File: src/rtl/debounce_multi.sv
// debounce_multi: multi-channel push-button / switch debouncer.
//   Each channel is synchronised to clk, sampled on the one-cycle tick strobe,
//   and a new level is accepted only after STABLE_TICKS consecutive samples
//   that disagree with the current level. Optional auto-repeat on held
//   buttons is built when DEBOUNCE_AUTOREPEAT_EN is defined.
// Ports:
//   clk    - system clock (sole clock)
//   rst_n  - asynchronous active-low reset
//   tick   - sample enable, high for one clk per sample period
//   in     - raw asynchronous inputs, one bit per channel
//   level  - debounced level per channel (registered)
//   rise   - one-clk pulse on accepted 0->1, plus auto-repeats if built (registered)
//   fall   - one-clk pulse on accepted 1->0 (registered)
module debounce_multi #(
   parameter int unsigned CHANNELS     = 4,
   parameter int unsigned STABLE_TICKS = 4,
   parameter int unsigned SYNC_STAGES  = 2,
   parameter int unsigned REPEAT_DELAY = 50,
   parameter int unsigned REPEAT_RATE  = 10
) (
   input  logic                clk,
   input  logic                rst_n,
   input  logic                tick,
   input  logic [CHANNELS-1:0] in,
   output logic [CHANNELS-1:0] level,
   output logic [CHANNELS-1:0] rise,
   output logic [CHANNELS-1:0] fall
);

   localparam int unsigned CNT_W = $clog2(STABLE_TICKS + 1);

`ifdef DEBOUNCE_AUTOREPEAT_EN
   localparam int unsigned REP_MAX = (REPEAT_DELAY > REPEAT_RATE) ? REPEAT_DELAY : REPEAT_RATE;
   localparam int unsigned REP_W   = $clog2(REP_MAX + 1);
`else
   // Repeat parameters have no effect in this build.
   logic cfg_unused_c;
   assign cfg_unused_c = ^{32'(REPEAT_DELAY), 32'(REPEAT_RATE)};
`endif

   for (genvar i = 0; i < CHANNELS; i++) begin : g_ch
      logic [SYNC_STAGES-1:0] sync_q;
      logic [CNT_W-1:0]       cnt_q;
      logic [CNT_W-1:0]       cnt_d;
      logic                   level_q;
      logic                   level_d;
      logic                   rise_q;
      logic                   rise_d;
      logic                   fall_q;
      logic                   fall_d;
      logic                   s_c;
      logic                   accept_c;
      logic                   rep_fire_c;

      assign s_c = sync_q[SYNC_STAGES-1];

      // Synchroniser chain, clocked every cycle regardless of tick.
      always_ff @(posedge clk or negedge rst_n) begin
         if (!rst_n) begin
            sync_q <= '0;
         end else begin
            sync_q <= {sync_q[SYNC_STAGES-2:0], in[i]};
         end
      end

      // Stability counter: counts consecutive ticks disagreeing with level.
      always_comb begin
         cnt_d    = cnt_q;
         level_d  = level_q;
         accept_c = 1'b0;
         if (tick) begin
            if (s_c == level_q) begin
               cnt_d = '0;
            end else if (cnt_q + CNT_W'(1) == CNT_W'(STABLE_TICKS)) begin
               accept_c = 1'b1;
               level_d  = s_c;
               cnt_d    = '0;
            end else begin
               cnt_d = cnt_q + CNT_W'(1);
            end
         end
      end

      // Repeat fires only while level is high and not being accepted low,
      // so rise and fall can never coincide.
      assign rise_d = (accept_c & s_c) | rep_fire_c;
      assign fall_d = accept_c & ~s_c;

`ifdef DEBOUNCE_AUTOREPEAT_EN
      logic [REP_W-1:0] rep_cnt_q;
      logic [REP_W-1:0] rep_cnt_d;
      logic             rep_phase_q;
      logic             rep_phase_d;

      // Held-button repeat: first interval REPEAT_DELAY, then REPEAT_RATE.
      always_comb begin
         rep_cnt_d   = rep_cnt_q;
         rep_phase_d = rep_phase_q;
         rep_fire_c  = 1'b0;
         if (!level_q || accept_c) begin
            rep_cnt_d   = '0;
            rep_phase_d = 1'b0;
         end else if (tick) begin
            if (rep_cnt_q + REP_W'(1) ==
                (rep_phase_q ? REP_W'(REPEAT_RATE) : REP_W'(REPEAT_DELAY))) begin
               rep_fire_c  = 1'b1;
               rep_cnt_d   = '0;
               rep_phase_d = 1'b1;
            end else begin
               rep_cnt_d = rep_cnt_q + REP_W'(1);
            end
         end
      end

      always_ff @(posedge clk or negedge rst_n) begin
         if (!rst_n) begin
            rep_cnt_q   <= '0;
            rep_phase_q <= 1'b0;
         end else begin
            rep_cnt_q   <= rep_cnt_d;
            rep_phase_q <= rep_phase_d;
         end
      end
`else
      assign rep_fire_c = 1'b0;
`endif

      // Channel state and registered pulses.
      always_ff @(posedge clk or negedge rst_n) begin
         if (!rst_n) begin
            cnt_q   <= '0;
            level_q <= 1'b0;
            rise_q  <= 1'b0;
            fall_q  <= 1'b0;
         end else begin
            cnt_q   <= cnt_d;
            level_q <= level_d;
            rise_q  <= rise_d;
            fall_q  <= fall_d;
         end
      end

      assign level[i] = level_q;
      assign rise[i]  = rise_q;
      assign fall[i]  = fall_q;
   end

endmodule

File: config.mk
export PLATFORM = sky130hd
export DESIGN_NAME = debounce_multi
export DESIGN_NICKNAME = d
export VERILOG_FILES = /design/src/rtl/debounce_multi.sv
export SDC_FILE = /design/constraint.sdc
export NUM_CORES = 1
export LEC_CHECK = 0
export ABC_AREA = 1
export BUFFER_PORTS_ARGS = -buffer_cell sky130_fd_sc_hd__buf_2
export CAP_MARGIN = 0
export CORE_UTILIZATION = 30
export CTS_CLUSTER_DIAMETER = 200
export CTS_CLUSTER_SIZE = 12
export DETAILED_ROUTE_END_ITERATION = 8
export HOLD_SLACK_MARGIN = 0.08
export PLACE_DENSITY_LB_ADDON = 0.08
export REMOVE_ABC_BUFFERS = 1
export SLEW_MARGIN = 5
export SYNTH_ARGS = -nofsm -noshare
export SYNTH_HDL_FRONTEND = slang
export SYNTH_SLANG_ARGS = --single-unit
File: constraint.sdc
create_clock -name clk -period 2 [get_ports clk]
set_input_delay 0.5 -clock clk [delete_from_list [all_inputs] [get_ports clk]]
set_output_delay 0.5 -clock clk [all_outputs]
set_load 0.02 [all_outputs]
==> results by group <==
Status
  • Outcome: complete, no violations

Floorplanning
  • Initial Utilization: 0.323
  • Core Area: between 0.004 and 0.005 mm^2
  • I/O Pins: 19
  • Cell Rows: 24
  • Die height: between 70 and 80 um
  • Die ar.: 0.00513 mm^2
  • DIE WIDTH: about 72 um

GRT
  • Global-route wire length before repair: 4230 um
  • Pin count of the biggest net entering global routing: 33
  • Grt ovf: 0
  • Initial antenna violation count: 0
  • Vias in the first global route: 950
  • Gr usage total: 0.110

Clocking
  • Hold-fix buffers, CTS: 0
  • H-Tree Level Count: 2
  • Worst-Skew Late Latency: between 200 and 300 ps
  • Root Driver: clkbuf_8
  • Clock Path Buffers: 2
  • Post-CTS setup repair buffer count: 0
  • Post_cts resized: 0
  • Reg clk slew, reported paths: around 70 ps
  • TritonCTS buffer count: 5
  • Sinks on the clock net: 32
  • CTS tree: yes

Job
  • Max Cap Violations: 0

Timing
  • Slew @ Worst Pin: 727 ps
  • Setup Skew: around 3.3 ps
  • Rel. slew slack: 0.516
  • Final Critical Period: 1360 ps
  • Slew Limit Fails: 0
  • F_max: around 740 MHz
  • Final WS setup: 643 ps
  • Period Utilization, post-route: 0.679
  • Setup TNS: 0 ps
  • Endpoints failing hold: 0
  • Final setup fails: 0
  • RSZ-0062 raised after global routing: false

Place
  • Routability cong.: 0.684
  • Post-DP HPWL: 1610 um
  • DP Worst Slack: 651 ps
  • Port-buffer cells: 18

Power
  • Clock power frac: 0.326
  • Lkg Pwr: 0.000893 uW
  • Pwr dens: around 890 mW/mm^2
  • Worst vdd ir: approximately 0.00027 V
  • Cell Int Power: 1020 uW
  • Sequential power share: 0.532
  • Sw Ratio: 0.283
  • Comb power frac: 0.143
  • Switching pwr: 400 uW

Finish
  • Most frequent cells in the layout: 51 x nand2_1, 32 x dfrtp_1, 23 x inv_1
  • Final net count: 186
  • Diode count: 0
  • Area grow syn2layout: 9.80%
  • Most common cell after layout, fill and taps aside: nand2_1
  • Layout cells sized above 1: 0.188

Worst setup path
  • Critical path buffers and inverters: 1
  • CP required: about 1500 ps
  • CP top delay family: flip-flops
  • CP cell instances: buf_2
  • Setup CP Type: reg2out
  • CP Max Fanout: 4
  • Endpoint class of the critical path: primary output
  • CP max stage delay: 410 ps
  • CP max stage cell: dfrtp_1
  • Startpoint types: flip-flop
  • CP arrival: 860 ps

Route
  • Drt drc: 0
  • Pre-Repair DR Iteration Count: 4
  • Final ANT Viol Nets: 0
  • Routed vias: roughly 950
  • Initial detailed-routing violation count: 35
  • WL/cell: 10.3 um
  • Total Wirelength: ~2300 um
  • Vias per Instance: 4.27

Yosys
  • Post-synthesis register bit count: 32
  • Cell count after synthesis: 157
  • Syn Area/Cell: a little over 9 um^2
  • Sequential area share after synthesis: 0.550
  • Synth cell types: 13
  • Post-Syn Area: 0.00146 mm^2
  • Ys Warns: 0

Worst hold path
  • Hold Crit Class: in2async
routing by layer:
layer | GRT usage | part of all wire | vias up
li1 | - | - | 486
met1 | 0.127 | 0.49 | 442
met2 | 0.178 | 0.45 | 15
met3 | 0.0422 | 0.042 | 5
met4 | 0.0588 | 0.019 | 0
met5 | 0 | 0 | -
power groups by stage:
stage | sequential [uW] | combinational [uW] | clock [uW]
CTS | 753 | 209 | 489
detailed placement | 766 | 208 | 0
global placement | 761 | 198 | 0
finish | 753 | 202 | 462
floorplan | 775 | 124 | 0
global route | 763 | 237 | 519
synthesized netlist by cell type:
master,count,area [um^2]
o21ai_0,5,25.0
o21ai_2,3,26.3
nor2_1,8,30.0
buf_4,12,90.1
inv_1,23,86.3
nor2_4,3,33.8
nand2_1,51,191
ha_1,9,113
nand4_1,2,12.5
nor2_2,2,12.5
clkinv_1,1,3.75
dfrtp_1,32,801
nand3_1,6,30.0
metrics by stage:
step	hold slack, ps	area (um^2)	utilization	std cells	power (uW)
after floorplan	204	1370	-	145	900
after global placement	332	1520	0.338	215	960
after CTS	308	1600	0.355	222	1450
after detailed placement	336	1520	0.338	215	974
final	279	1600	0.355	222	1420
after global routing	313	1600	0.355	222	1520
cells by family (layout without fill, tap and decap cells):
kind of cell / Yosys count / in the layout / share of synthesized area
AND/OR/NAND/NOR: 72 / 72 / 0.213
buffers and inverters: 36 / 49 / 0.124
adder cells (fa/ha/maj): 9 / 9 / 0.0774
flip-flops: 32 / 32 / 0.550
AO/OA/AOI/OAI: 8 / 8 / 0.0353
area by class of cell:
cell class	count	area [um^2]
Tap cell	52	65.1
Multi-Input combinational cell	89	474
Clock buffer	6	72.6
Clock inverter	1	5.00
Sequential cell	32	801
Fill cell	451	2910
Timing Repair Buffer	18	90.1
Inverter	24	90.1
state kept, by name, indices dropped and copies added, names as in the netlist:
signal	flops
g_ch.level_q	4
g_ch.fall_q	4
g_ch.sync_q	8
g_ch.cnt_q	12
g_ch.rise_q	4
final timing paths:
| check | from | endpoint | slack (ps) | cells after the start |
|---|---|---|---|---|
| setup / recovery | g_ch[3].level_q | level[3] | 640 | 1 |
| min in group clk | in[1] | g_ch[1].sync_q[0] | 330 | 1 |
| hold / removal | rst_n | g_ch[0].cnt_q[1] | 280 | 1 |
| setup reg to reg | g_ch[3].cnt_q[0] | g_ch[3].level_q | 700 | 7 |
| max in group asynchronous | rst_n | g_ch[3].sync_q[0] | 1260 | 1 |
| hold reg to reg | g_ch[3].sync_q[0] | g_ch[3].sync_q[1] | 350 | 0 |
Power figures use the tool's default switching activity.
